### src/rtl/conv_pkg.sv
`default_nettype none
// ============================================================================
// Module   : conv_pkg
// Purpose  : Shared state encoding and geometry helpers for the conv feeder.
// Revision : 1.0 - initial release
// ============================================================================
package conv_pkg;

    localparam int ADDR_W = 16;
    localparam int DATA_W = 16;

    typedef enum logic [2:0] {
        ST_IDLE     = 3'd0,
        ST_LOAD_W   = 3'd1,
        ST_LOAD_I   = 3'd2,
        ST_WAIT_END = 3'd3,
        ST_DONE     = 3'd4
    } state_t;

    // Padded edge length of the image as seen by the computation block.
    function automatic int calc_size(input int frt, input int pad);
        return frt + pad;
    endfunction

endpackage
`default_nettype wire

### src/rtl/feeder_addr_gen.sv
`default_nettype none
// ============================================================================
// Module   : feeder_addr_gen
// Purpose  : Row-major scan of the padded image, flags interior pixels and
//            forms their image memory address.
// Revision : 1.0 - initial release
// ============================================================================
module feeder_addr_gen
    import conv_pkg::*;
#(
    parameter int                FRT    = 14,
    parameter int                PAD    = 2,
    parameter logic [ADDR_W-1:0] I_BASE = 16'h0100
) (
    input  logic              clk,
    input  logic              reset,
    input  logic              step_i,
    output logic              interior_o,
    output logic              last_o,
    output logic [ADDR_W-1:0] addr_o
);

    localparam int                SIZE  = calc_size(FRT, PAD);
    localparam logic [ADDR_W-1:0] HALF  = ADDR_W'(PAD / 2);
    localparam logic [ADDR_W-1:0] LIM   = ADDR_W'(PAD / 2 + FRT);
    localparam logic [ADDR_W-1:0] MAXP  = ADDR_W'(SIZE - 1);
    localparam logic [ADDR_W-1:0] FRT16 = ADDR_W'(FRT);

    logic [ADDR_W-1:0] row_q, row_d;
    logic [ADDR_W-1:0] col_q, col_d;
    logic [ADDR_W-1:0] w_row_off;
    logic [ADDR_W-1:0] w_col_off;

    always_ff @(posedge clk or posedge reset) begin
        if (reset) begin
            row_q <= '0;
            col_q <= '0;
        end else begin
            row_q <= row_d;
            col_q <= col_d;
        end
    end

    // Counters wrap to (0,0) after the last position, ready for the next frame.
    always_comb begin
        row_d = row_q;
        col_d = col_q;
        if (step_i) begin
            if (col_q == MAXP) begin
                col_d = '0;
                row_d = (row_q == MAXP) ? '0 : row_q + 1'b1;
            end else begin
                col_d = col_q + 1'b1;
            end
        end
    end

    assign last_o     = (row_q == MAXP) && (col_q == MAXP);
    assign interior_o = (row_q >= HALF) && (row_q < LIM) &&
                        (col_q >= HALF) && (col_q < LIM);

    assign w_row_off  = (row_q - HALF) * FRT16;
    assign w_col_off  = col_q - HALF;
    assign addr_o     = interior_o ? (I_BASE + w_row_off + w_col_off) : '0;

endmodule
`default_nettype wire

### src/rtl/conv_feeder.sv
`default_nettype none
// ============================================================================
// Module   : conv_feeder
// Purpose  : Streams a weight block, then a zero-padded image, from a
//            synchronous memory into a convolution computation block.
// Revision : 1.0 - initial release
// ============================================================================
module conv_feeder
    import conv_pkg::*;
#(
    parameter int                FRT    = 14,
    parameter int                PAD    = 2,
    parameter int                W_CNT  = 9,
    parameter logic [ADDR_W-1:0] W_BASE = 16'h0000,
    parameter logic [ADDR_W-1:0] I_BASE = 16'h0100
) (
    input  logic                     clk,
    input  logic                     reset,
    input  logic                     start,
    output logic                     busy,
    output logic                     done,
    output logic                     mem_rd,
    output logic [ADDR_W-1:0]        mem_addr,
    input  logic signed [DATA_W-1:0] mem_rdata,
    output logic                     w_load,
    output logic signed [DATA_W-1:0] w_in,
    output logic                     i_load,
    output logic signed [DATA_W-1:0] i_in,
    input  logic                     com_end
);

    localparam logic [ADDR_W-1:0] W_LAST = ADDR_W'(W_CNT - 1);

    state_t state_q, state_d;

    logic [ADDR_W-1:0]        wcnt_q, wcnt_d;
    logic                     w_issue_w;
    logic                     w_issue_i;
    logic                     w_pix_interior;
    logic                     w_pix_last;
    logic [ADDR_W-1:0]        w_pix_addr;
    logic                     pend_w_q;
    logic                     pend_i_q;
    logic                     pend_rd_q;
    logic                     w_load_q;
    logic                     i_load_q;
    logic signed [DATA_W-1:0] w_in_q;
    logic signed [DATA_W-1:0] i_in_q;

    feeder_addr_gen #(
        .FRT    (FRT),
        .PAD    (PAD),
        .I_BASE (I_BASE)
    ) u_addr_gen (
        .clk        (clk),
        .reset      (reset),
        .step_i     (w_issue_i),
        .interior_o (w_pix_interior),
        .last_o     (w_pix_last),
        .addr_o     (w_pix_addr)
    );

    always_ff @(posedge clk or posedge reset) begin
        if (reset) begin
            state_q   <= ST_IDLE;
            wcnt_q    <= '0;
            pend_w_q  <= 1'b0;
            pend_i_q  <= 1'b0;
            pend_rd_q <= 1'b0;
            w_load_q  <= 1'b0;
            i_load_q  <= 1'b0;
            w_in_q    <= '0;
            i_in_q    <= '0;
        end else begin
            state_q   <= state_d;
            wcnt_q    <= wcnt_d;
            // Read data returns one cycle after issue; the slot tags ride along.
            pend_w_q  <= w_issue_w;
            pend_i_q  <= w_issue_i;
            pend_rd_q <= w_issue_i & w_pix_interior;
            w_load_q  <= pend_w_q;
            w_in_q    <= pend_w_q ? mem_rdata : '0;
            i_load_q  <= pend_i_q;
            i_in_q    <= (pend_i_q && pend_rd_q) ? mem_rdata : '0;
        end
    end

    always_comb begin
        state_d   = state_q;
        wcnt_d    = wcnt_q;
        busy      = 1'b1;
        done      = 1'b0;
        mem_rd    = 1'b0;
        mem_addr  = '0;
        w_issue_w = 1'b0;
        w_issue_i = 1'b0;
        case (state_q)
            ST_IDLE: begin
                busy = 1'b0;
                if (start) begin
                    state_d = ST_LOAD_W;
                end
            end
            ST_LOAD_W: begin
                mem_rd    = 1'b1;
                mem_addr  = W_BASE + wcnt_q;
                w_issue_w = 1'b1;
                if (wcnt_q == W_LAST) begin
                    wcnt_d  = '0;
                    state_d = ST_LOAD_I;
                end else begin
                    wcnt_d  = wcnt_q + 1'b1;
                end
            end
            ST_LOAD_I: begin
                w_issue_i = 1'b1;
                mem_rd    = w_pix_interior;
                mem_addr  = w_pix_addr;
                if (w_pix_last) begin
                    state_d = ST_WAIT_END;
                end
            end
            ST_WAIT_END: begin
                if (com_end) begin
                    state_d = ST_DONE;
                end
            end
            ST_DONE: begin
                done    = 1'b1;
                state_d = ST_IDLE;
            end
            default: begin
                state_d = ST_IDLE;
            end
        endcase
    end

    assign w_load = w_load_q;
    assign w_in   = w_in_q;
    assign i_load = i_load_q;
    assign i_in   = i_in_q;

endmodule
`default_nettype wire
### config.mk
export PLATFORM = sky130hd
export DESIGN_NAME = conv_feeder
export DESIGN_NICKNAME = d
export VERILOG_FILES = /design/src/rtl/conv_pkg.sv /design/src/rtl/feeder_addr_gen.sv /design/src/rtl/conv_feeder.sv
export SDC_FILE = /design/constraint.sdc
export NUM_CORES = 1
export LEC_CHECK = 0
export CAP_MARGIN = 20
export CORE_MARGIN = 1.5
export CORE_UTILIZATION = 35
export DETAILED_ROUTE_END_ITERATION = 6
export GPL_ROUTABILITY_DRIVEN = 0
export PLACE_DENSITY_LB_ADDON = 0.05
export SYNTH_ARGS = -nofsm -noshare
export SYNTH_HDL_FRONTEND = slang
export SYNTH_SLANG_ARGS = --single-unit
### constraint.sdc
create_clock -name clk -period 7.8 [get_ports clk]
set_input_delay 1.56 -clock clk [delete_from_list [all_inputs] [get_ports clk]]
set_output_delay 1.56 -clock clk [all_outputs]
set_load 0.01 [all_outputs]
# ---- Yosys cells after proc, flatten, opt, wreduce, memory -nomap -nowiden
# Cells that the tools add are included.
dict set report totals {
  mem_count 0
  ff_bits 88
  mem_bits_ro 0
  ram_bits 0
  latch_bits 0
  word_cells 60
}
dict set report op_classes {
  muxes 17
  addsub 7
  bitwise 1
  n_mul 1
  shifts 0
  n_reduce_logical 8
  n_lt_le_gt_ge 4
  n_div 0
  eq_ne 11
}
# operator count
set op_table {}
lappend op_table {{$mux 16} 6}
lappend op_table {{$add 16x1->16 const B} 3}
lappend op_table {{$eq 16x4->1 const B} 3}
lappend op_table {{$ge 16x1->1 const B} 2}
lappend op_table {{$lt 16x4->1 const B} 2}
lappend op_table {{$pmux 16 s2} 1}
lappend op_table {{$sub 16x1->16 const B} 2}
lappend op_table {{$add 16x16->16} 1}
lappend op_table {{$add 9x16->16 const A} 1}
lappend op_table {{$mul 16x3->15 const B} 1}
lappend op_table {{$mux 3} 4}
lappend op_table {{$pmux 3 s4} 1}
lappend op_table {{$eq 3x2->1 const B} 2}
lappend op_table {{$ne 2x2->1 const B} 3}
lappend op_table {{$logic_and 1x1->1} 5}
lappend op_table {{$mux 1} 4}
lappend op_table {{$reduce_and 4->1} 1}
lappend op_table {{$eq 3x1->1 const B} 1}
lappend op_table {{$eq 3x3->1 const B} 1}
lappend op_table {{$logic_not 3->1} 1}
lappend op_table {{$ne 2x1->1 const B} 1}
lappend op_table {{$pmux 1 s2} 1}
lappend op_table {{$reduce_and 2->1} 1}
lappend op_table {{$and 1x1->1} 1}

# ---- Longest topological paths before layout
dict set report depth {
  depth_word 6
  depth_mapped 24
}

# ---- By module
# From an unflattened synthesis, not the netlist that was laid out.
dict set report hier_totals {
  cells_unflattened 628
  hier_area_um2 5964.5
}
# module instances area_per_inst_um2 seq_area_each_um2 cells_each
set modules_own_cells {}
lappend modules_own_cells {feeder_addr_gen 1 3671.0 800.8 437}
lappend modules_own_cells {conv_feeder 1 2293.4 1401.3 191}

# ---- Worst setup path after synthesis
# Ideal clock, no wire load.
dict set report synth_timing {
  path_type {reg2out}
  from {reg u_addr_gen.row_q[0]}
  to {out mem_addr[15]}
  path_stages_with_launch 22
  arrival_time_ns 5.142
  n_path_buf 1
  setup_slack_ns 1.098
  path_cell_list {dfrtp_1 -> inv_1 -> ha_1 -> or3b_2 -> clkbuf_1 -> xor2_1 -> inv_1 -> ha_1 -> ha_1 -> a21oi_1 -> o21bai_1 -> a2111oi_0 -> nor2_1 -> nor2_1 -> xnor2_1 -> ha_1 -> ha_1 -> a21o_1 -> a221o_1 -> o31ai_1 -> xnor2_1 -> o21ai_1}
}
dict set report synth_between {
  elab_chain_cells 6
  elab_cells_between_ends 11
  cone_classes {3 x add/sub; 1 x mul; 2 x order compare; 2 x mux; 3 x reduce/logical}
}
# item line
set synth_lines {}
lappend synth_lines {{start: declaration} feeder_addr_gen.sv:29} ;# logic [ADDR_W-1:0] row_q, row_d;
lappend synth_lines {{start signal: assignment} feeder_addr_gen.sv:39} ;# row_q <= row_d;
lappend synth_lines {{$sub 16x1->16 (tied with other cells)} feeder_addr_gen.sv:62} ;# assign w_row_off = (row_q - HALF) * FRT16;
lappend synth_lines {{$mul 16x3->15 / $logic_and 1x1->1 (equally long branches)} {feeder_addr_gen.sv:62, feeder_addr_gen.sv:59}}
lappend synth_lines {{$add 9x16->16 / $logic_and 1x1->1 (equally long branches)} {feeder_addr_gen.sv:64, feeder_addr_gen.sv:59}}
lappend synth_lines {{$add 16x16->16 / $logic_and 1x1->1 (equally long branches)} {feeder_addr_gen.sv:64, feeder_addr_gen.sv:60}}
lappend synth_lines {{$mux 16 *} feeder_addr_gen.sv:64} ;# assign addr_o = interior_o ? (I_BASE + w_row_off + w_col_off) : '0;
lappend synth_lines {{$pmux 16 s2 *} conv_feeder.sv:97} ;# case (state_q)
lappend synth_lines {{end: declaration} conv_feeder.sv:23} ;# output logic [ADDR_W-1:0] mem_addr,
# Every way passes the cells marked *; elsewhere a longest branch is shown, timed or not.

# ---- Worst setup path after layout
dict set report layout_timing {
  from {reg u_addr_gen.row_q[4]}
  to {out mem_addr[15]}
}
# The elaborated chain is that of the path after synthesis.

==> key figures <==
Timing
  – Final Hold Slack: 480 ps
  – Fin crit share: 95.9%
  – # setup viols final: 0
  – Pins Over Slew Limit: 0
  – Slew HR: 48.2%
  – Final Skew: 6.91 ps
  – Measured slew at the worst slew-check pin: 771 ps
  – Min Tclk post-route: 7480 ps
  – F_max: 0.134 GHz
  – Post-route setup slack: 318 ps
  – Final Hold Viols: 0

CTS
  – # clock sinks: 88
  – Clock transition at path regs: 70 ps
  – CTS Hold Bufs: 0
  – TritonCTS Buffers: 9
  – H-tree depth: 3
  – Worst-Skew Late Latency: 340 ps
  – Max Buffers Root-to-Sink: 2
  – CTS tree: built
  – Root Driver: clkbuf_16

Synth
  – Post-synth EDFFs: 0
  – Yosys reg bits: 88
  – Synth top area share: 37.7%
  – FFs w/ async S/R, synth: 100%
  – Leading area contributor after synthesis: dfrtp_1
  – Syn Inst Count: 630
  – Synth cell types: 54
  – Cell Area, Synth: 5840 um^2
  – Synth area leaders: dfrtp_1 (38%), ha_1 (12%), xnor2_1 (8.4%)
  – Yosys warning count: 0
  – Synth Flop Type: dfrtp_1
  – Sequential-to-total area share from yosys stat: 37.7%
  – Syn Nets: 712
  – Post-synthesis area per instance: 9.27 um^2

Detailed routing
  – DR vias: 4556
  – Routed Wire Length: 13600 um
  – 1st-iter DRT viols: 192
  – Final ANT Viol Nets: 0
  – # DRC: 0
  – TritonRoute pass-1 iters: 4
  – DR WL/cell: 14.7 um
  – DR vias/cell: 4.93

Global routing
  – Global route overflow: 0
  – Vias in the first global route: 4626
  – First-pass GRT wire length: 23100 um
  – Initial antenna violation count: 0
  – Total GRT Usage: 16.2%
  – Largest net degree at the start of global routing: 55

Die
  – Die W: 132 um
  – Die height: 132 um
  – # IOs: 73
  – # rows: 47
  – Die ar.: 17500 um^2
  – Core area: 16500 um^2
  – Initial Util: 35.5%

Worst hold path
  – Tightest Hold Check Type: reg -> reg

Finish
  – Antenna cells: 0
  – Most common cell after layout, fill and taps aside: dfrtp_1
  – Proportion of layout cells with a drive suffix above 1: 6.25%
  – Commonest cells after routing, fill and taps aside: dfrtp_1 (88), clkdlybuf4s50_1 (71), ha_1 (56)
  – Finished Layout Cells: 924
  – Post-layout util: 43.6%
  – P&R area growth vs syn: 22.9%
  – Nets: 781
  – Fill cell count: 1642

Setup path
  – Crit start category: flip-flop
  – CP endpoint kind: output port
  – Crit-path max FO: 8
  – Worst endpoint data arrival time: 5920 ps
  – Worst path required time: 6240 ps
  – Critical setup path kind: reg -> out

Placed design
  – Placed Cells: 907
  – Detail Placement HPWL: 10300 um
  – Port bufs: 72
  – Pre-CTS setup slack: 177 ps

Power and ir drop
  – Power Density: 440 nW/um^2
  – P_leak: 3.25 nW
  – Peak VDD IR: 0.000255 V
  – Tot Pwr: 3.16 mW

Outcome
  – Run status: complete, no violations

Flow run
  – Max Cap Viol: 0
## final timing paths
kind / from / endpoint / slack [ps] / depth (start not counted)
min in group asynchronous: reset / i_in[7] / 1580 / 2
worst min-delay path: u_addr_gen.row_q[15] / u_addr_gen.row_q[15] / 480 / 1
worst min register to register: u_addr_gen.row_q[15] / u_addr_gen.row_q[15] / 480 / 1
max in group asynchronous: reset / u_addr_gen.col_q[6] / 5060 / 3
worst max register to register: u_addr_gen.row_q[4] / state_q[0] / 4920 / 8
worst max-delay path: u_addr_gen.row_q[4] / mem_addr[15] / 320 / 18
## layer usage
metal | share of wire [%] | GRT usage [%] | up-vias
li1 | - | - | 2283
met1 | 48 | 21.7 | 2195
met2 | 47 | 26.7 | 66
met3 | 3.0 | 2.92 | 12
met4 | 1.3 | 4.95 | 0
met5 | 0 | 0 | -
## Yosys cell counts (2+ instances only)
cell,n
xor2_1,31
and3_1,25
a22o_1,2
nor3_1,14
buf_2,2
a21o_1,7
o31ai_1,3
a21oi_1,23
nand3_1,18
or3b_2,2
nand2_1,47
nand3b_1,4
nor4_1,8
inv_1,54
and2_1,16
o21ai_0,31
o21a_1,3
mux2i_1,3
nor2_1,45
o21bai_1,13
nand2b_1,7
a221o_1,2
xnor2_1,56
or3_1,5
clkbuf_1,17
ha_1,58
or2_2,2
or4_1,2
o22ai_1,3
fa_1,4
o41a_1,2
o41ai_1,2
o21ai_1,2
nand4_1,9
a31oi_1,2
dfrtp_1,88
## state kept, by name, indices dropped and copies added, names as in the netlist
register / flops
u_addr_gen.col_q: 16
i_in: 16
u_addr_gen.row_q: 16
w_in: 16
pend_i_q: 1
pend_rd_q: 1
state_q: 3
w_load: 1
i_load: 1
pend_w_q: 1
wcnt_q: 16
## final cells by class
class                      count  area (um^2)  area share, %
multi-input combinational    468         3430           47.8
sequential                    88         2200           30.7
timing repair buffer          78          768           10.7
tap                          220          275           3.83
clock buffer                   9          225           3.14
inverter                      54          204           2.84
clock inverter                 7         72.6           1.01
## repair_timing
item | 4_1_cts | 5_1_grt
pin swaps | 0 | 1
endpoints found under the setup margin | 3 | 4
setup buffers | 0 | 1
gates resized for setup | 3 | 13
## per-stage QoR
| stage | area (um^2) | setup TNS [ps] |
|---|---|---|
| 3_3_place_gp | 6790 | 0 |
| 2_1_floorplan | 5840 | 0 |
| 4_1_cts | 7100 | 0 |
| 6_report | 7180 | 0 |
| 5_1_grt | 7180 | -2.04 |
| 3_5_place_dp | 6790 | 0 |
## power by group
group	switching [mW]	internal [mW]	total (mW)	leakage, nW
clock network	0.202	0.225	0.428	0.143
registers	0.0703	0.511	0.581	1.20
logic	1.14	1.01	2.15	1.91
total	1.41	1.75	3.16	3.25
## cells by family (layout without fill, tap and decap cells)
family | Yosys count | in the layout | share of synthesized area, %
AND/OR/NAND/NOR | 210 | 210 | 18.3
adder cells (fa/ha/maj) | 62 | 62 | 13.8
buffers and inverters | 74 | 148 | 4.92
XOR/XNOR | 87 | 87 | 13.0
multiplexers | 4 | 4 | 0.707
AO/OA/AOI/OAI | 105 | 105 | 11.5
flip-flops | 88 | 88 | 37.7
## critical path, cell delays in order, from the launching register on
cell,delay [ps]
dfrtp_1,540
or4_1,710
nor3_2,330
xnor2_1,320
xor2_1,200
ha_1,260
ha_1,380
and3_1,180
a21oi_1,160
and3b_1,190
xnor2_1,140
ha_1,280
ha_1,360
and3_1,190
a221o_1,360
o31ai_2,210
xnor2_1,100
o21ai_1,120
clkdlybuf4s50_1,540
Note: power is estimated with default switching activity, not from simulation.
==> patch 1: new RTL, same settings <==
`ADDR_W`: 16 -> 17.
--- a/src/rtl/conv_pkg.sv
+++ b/src/rtl/conv_pkg.sv
@@ -7,5 +7,5 @@
 package conv_pkg;
 
-    localparam int ADDR_W = 16;
+    localparam int ADDR_W = 17;
     localparam int DATA_W = 16;
 
Ports: changed (resized mem_addr); port bits go from 73 to 74. No check against the original RTL was run, so the function may have changed too.
==> patch 1 against the unedited design <==
Setup slack improved by 0.080 ns; area after synthesis grew 4.7%; highest routed layer unchanged; critical path depth is 4 higher; sequential cell count up 3; cell area is 3.7% higher; largest cell class unchanged; routed wire length up 5.6%.
Power is not compared: it rests on default switching activity, and its combinational part moved more than twofold at a synthesized area within 25%.
==> patch 1: results (changes against the unedited design) <==
yosys:
  synth_xor_area_frac: 0.1303  # about the same
  yosysSeqAreaShare: 0.3723  # -0.004533
  synthMuxAreaShare: 0.007365  # +0.0002986
  synth_compound_area_frac: 0.09922  # -0.01619
  synth.distinct_cells: 53  # -1.9%
  synthTopCellsByCount: "91 x dfrtp_1, 62 x xnor2_1, 58 x ha_1, 56 x inv_1, 53 x nand2_1"
  synthAdderAreaFrac: 0.1416  # +0.003670
  synth_nets: 741  # +4.1%
  synth_area_leaders: "dfrtp_1 37%, ha_1 12%, xnor2_1 8.9%, xor2_1 4.2%, inv_1 3.4%"
sta:
  finClkSkew_ns: 0.009045  # +0.002132 ns
  period_needed_ns: 7.402  # -0.08003 ns
  slew_headroom: 0.4113  # -0.07050
cells_and_area:
  fillers: 1737  # +5.8%
  layout-drive-gt1-share: 0.06566  # +0.003163
  fin_nets: 811  # +3.8%
  reg_top3: "u_addr_gen.col_q (17), u_addr_gen.row_q (17), wcnt_q (17)"
setup_path:
  startpoint: "u_addr_gen.row_q[0]"
  path_max_fanout: 9  # +1
  r2r-end: "u_addr_gen.row_q[14]"
  cp_slowest_cell: "clkdlybuf4s50_1"
  worstReg2RegStart: "u_addr_gen.col_q[0]"
  endpoint: "mem_addr[16]"
  arrival_ns: 5.84  # -0.08 ns
  slowest_delay_ns: 0.55  # -0.16 ns
  critPathTopFamily: "adder cells"
detailed_routing:
  drt_iter0_markers: 226  # +18%
  routed-wl-met3_um: 507  # +23%
  met2WireLength_um: 6710  # +4.2%
  viasPerCell: 5.042  # +2.3%
  m1WireLength_um: 7033  # +6.8%
  wire_per_inst_um: 15.04  # +2.1%
outcome:
  outcome: "finished clean"
global_routing:
  grt_pass1_vias: 4652  # +0.56%
  use_met3: 0.03479  # +0.005573
  grt.total_usage: 0.1628  # +0.0007816
  grt_first_pass_wirelength_um: 23550  # +2.0%
  grt_use_met1: 0.2270  # +0.009918
  grt_max_degree: 69  # +25%
power:
  cellLeakagePower_nw: 3.342
  irDropWorstVdd_mv: 0.1335
hold_path:
  min_to: "u_addr_gen.row_q[16]"
  hold_class: "reg -> reg"
placement:
  numPortBuffers: 73  # +1.4%
  dp_slack_ns: 0.5108  # +0.3337 ns
  dpl.hpwl_um: 10880  # +5.9%
cts:
  h-tree-depth: 3  # unchanged
  clk_latency_ns: 0.36  # +0.02 ns
## patch 1: cells by family (layout without fill, tap and decap cells)
group / count (synthesis) / after routing
AO/OA/AOI/OAI: 94 / 94
XOR/XNOR: 91 / 91
adder cells (fa/ha/maj): 65 / 65
buffers and inverters: 74 / 149
flip-flops: 91 / 91
multiplexers: 3 / 3
AND/OR/NAND/NOR: 238 / 238
## patch 1: area by class of cell
| type | instances | area share |
|---|---|---|
| Clock buffer | 9 | 0.03025 |
| Clock inverter | 7 | 0.01092 |
| Inverter | 56 | 0.02840 |
| Multi-Input combinational cell | 491 | 0.4846 |
| Sequential cell | 91 | 0.3062 |
| Tap cell | 225 | 0.03781 |
| Timing Repair Buffer | 77 | 0.1018 |
## patch 1: stage by stage
step | total power [mW] | std cells | TNS [ns] | area (um^2)
after detailed placement | 1.159 | 937 | 0 | 7058
after floorplan | 0.9522 | 656 | 0 | 6116
final | 1.595 | 956 | 0 | 7446
after global placement | 1.155 | 937 | 0 | 7058
after CTS | 1.616 | 953 | 0 | 7365
after global routing | 1.708 | 956 | -0.006898 | 7446
## patch 1: repair_timing
item                       in CTS  in global routing
resized for setup               0                 14
buffers inserted                0                  2
setup endpoints to repair       0                  5
hold endpoints to repair        0                  0
## patch 1: worst reg2reg max path, stage by stage, from the launching register on
cell      delay, ns
dfrtp_1        0.52
ha_1           0.23
nand3_1        0.13
or3_1          0.38
nor2_1         0.60
nand3_1        0.30
or2_2          0.41
nand2b_1       0.17
xnor2_1        0.12
## patch 1: report_power, final
part	switching, mW	total [mW]	leakage, nW	internal (mW)
clock network	0.221	0.450	0.149	0.228
registers	0.0703	0.600	1.23	0.530
logic	0.278	0.545	1.97	0.267
total	0.569	1.59	3.34	1.03
==> patch 2: new RTL, same settings <==
Made on the original files. Remove the register `i_in_q`: a continuous assignment takes its place, so the output `i_in` follows one clock earlier.
--- a/src/rtl/conv_feeder.sv
+++ b/src/rtl/conv_feeder.sv
@@ -71,5 +71,4 @@
             i_load_q  <= 1'b0;
             w_in_q    <= '0;
-            i_in_q    <= '0;
         end else begin
             state_q   <= state_d;
@@ -82,7 +81,8 @@
             w_in_q    <= pend_w_q ? mem_rdata : '0;
             i_load_q  <= pend_i_q;
-            i_in_q    <= (pend_i_q && pend_rd_q) ? mem_rdata : '0;
         end
     end
+
+    assign i_in_q = (pend_i_q && pend_rd_q) ? mem_rdata : '0;
 
     always_comb begin
Function: same outputs for any inputs over 10 cycles, from zero or initial values and one cycle with reset high; that may be too few to reach the edited logic, so the function may still have changed.
==> patch 2 against the unedited design <==
Via count shrank 5.3%; area after synthesis shrank 8.7%; sequential cell count shrank 16; setup slack gained 0.11 ns; synthesized cell count shrank 6.0%; routed wire length shrank 5.9%; global-route usage grew 0.81 points; cell area shrank 8.4%; largest cell class unchanged.
Power is not compared: it rests on default switching activity, and its combinational part moved more than twofold at a synthesized area within 25%.
==> patch 2: results (changes against the unedited design) <==
yosys:
  synth_xor_area_frac: 0.1346  # +0.004145
  synth_nets: 674  # -5.3%
  synthAdderAreaFrac: 0.1510  # +0.01306
  ys_warn_count: 0  # unchanged
  yosysSeqAreaShare: 0.3376  # -0.03932
  synthTopCellsByCount: "72 x dfrtp_1, 58 x ha_1, 56 x xnor2_1, 55 x inv_1, 47 x nand2_1"
  synthMuxAreaShare: 0.006095  # -0.0009717
  synth_compound_area_frac: 0.1219  # +0.006476
  async_reset_ff_frac: 1.000  # unchanged
  synth.distinct_cells: 53  # -1.9%
  synth_area_leaders: "dfrtp_1 34%, ha_1 14%, xnor2_1 9.2%, xor2_1 4.3%, inv_1 3.9%"
sta:
  worst_pin_slew_ns: 0.9370  # +0.1656 ns
  hold_slack_ns: 0.5027  # +0.02264 ns
  finClkSkew_ns: 0.005287  # -0.001627 ns
setup_path:
  critPathTopFamily: "adder cells"
  path_max_fanout: 8  # unchanged
  r2r-end: "wcnt_q[15]"
  cp_slowest_cell: "or4_4"
  slowest_delay_ns: 0.59  # -0.12 ns
  worstReg2RegStart: "state_q[2]"
  rr_worst_depth: 6  # -2
  r2r_slack_ns: 5.29  # +0.37 ns
  arrival_ns: 5.81  # -0.11 ns
power:
  comb-power_mw: 0.376
  seq_power_share: 0.386
  powerDensity_nw_per_um2: 189.0
  cellLeakagePower_nw: 2.886
  p_sw_mw: 0.4156
  irDropWorstVdd_mv: 0.1436
cells_and_area:
  layout-drive-gt1-share: 0.05556  # -0.006944
  diodes: 0  # unchanged
  fillers: 1393  # -15%
  fin_nets: 743  # -4.9%
global_routing:
  use_met3: 0.03290  # +0.003678
  grt_use_met1: 0.2302  # +0.01318
  grt_first_pass_wirelength_um: 21610  # -6.4%
  grt_max_degree: 73  # +33%
  met2_usage: 0.2710  # +0.003958
  grt.total_usage: 0.1701  # +0.008071
  antenna_found_initial: 0  # unchanged
  grt_pass1_vias: 4339  # -6.2%
detailed_routing:
  dr.pass1.iters: 5  # +1
  routed_wl_um: 12820  # -5.9%
  drt_iter0_markers: 197  # +2.6%
  viasPerCell: 5.074  # +2.9%
placement:
  dpl.hpwl_um: 9693  # -5.6%
  numPortBuffers: 72  # unchanged
outcome:
  outcome: "finished clean"
cts:
  clk_pin_slew_ns: 0.06
  cts_buffers: 9  # unchanged
  h-tree-depth: 3  # unchanged
  clk_latency_ns: 0.34  # about the same
  clockBufferDepth: 2  # unchanged
  clock-root-buffer: "clkbuf_16"
hold_path:
  min_from: "u_addr_gen.row_q[15]"
  hold_class: "reg -> reg"
  min_to: "u_addr_gen.row_q[15]"
  hold_depth: 1  # unchanged
==> patch 2: worst max path at each step <==
| stage | to | cells after the start | slack (ns) | startpoint |
|---|---|---|---|---|
| global placement | mem_addr[15] | 24 | 0.31 | u_addr_gen.row_q[0] |
| CTS | mem_addr[15] | 24 | 0.03 | u_addr_gen.row_q[0] |
| finish | mem_addr[14] | 21 | 0.43 | u_addr_gen.row_q[0] |
| floorplan | mem_addr[15] | 25 | 1.17 | u_addr_gen.row_q[2] |
| detailed placement | mem_addr[15] | 24 | 0.22 | u_addr_gen.row_q[0] |
| global route | mem_addr[14] | 22 | 0.12 | u_addr_gen.row_q[0] |
==> patch 2: metal layers <==
metal	vias to the layer above	wire length (um)
met3	16	358
met1	2052	6322
met2	86	5909
li1	2159	-
met4	0	228
met5	-	0
==> patch 2: final cells by class <==
| class | count | area, um^2 | area share |
|---|---|---|---|
| repair buffers | 77 | 760.7 | 0.1157 |
| clock buffers | 10 | 229.0 | 0.03482 |
| multi-input cells | 445 | 3298 | 0.5015 |
| flip-flops and latches | 72 | 1803 | 0.2742 |
| clock inverters | 6 | 45.04 | 0.006849 |
| inverters | 56 | 210.2 | 0.03196 |
| well taps | 184 | 230.2 | 0.03501 |
==> patch 2: stage by stage <==
step                      area (um^2)  setup slack, ns  utilization  std cells
after floorplan                  5338            1.173            -        592
after global placement           6228           0.3053       0.4237        832
after detailed placement         6228           0.2162       0.4237        832
after CTS                        6525          0.02883       0.4439        848
after global routing             6576           0.1172       0.4474        850
final                            6576           0.4259       0.4474        850
==> patch 2: timing repair <==
item,CTS,global route
endpoints found under the setup margin,1,2
setup buffers,0,2
pin swaps,0,0
hold endpoints to repair,0,0
gates resized for setup,6,8
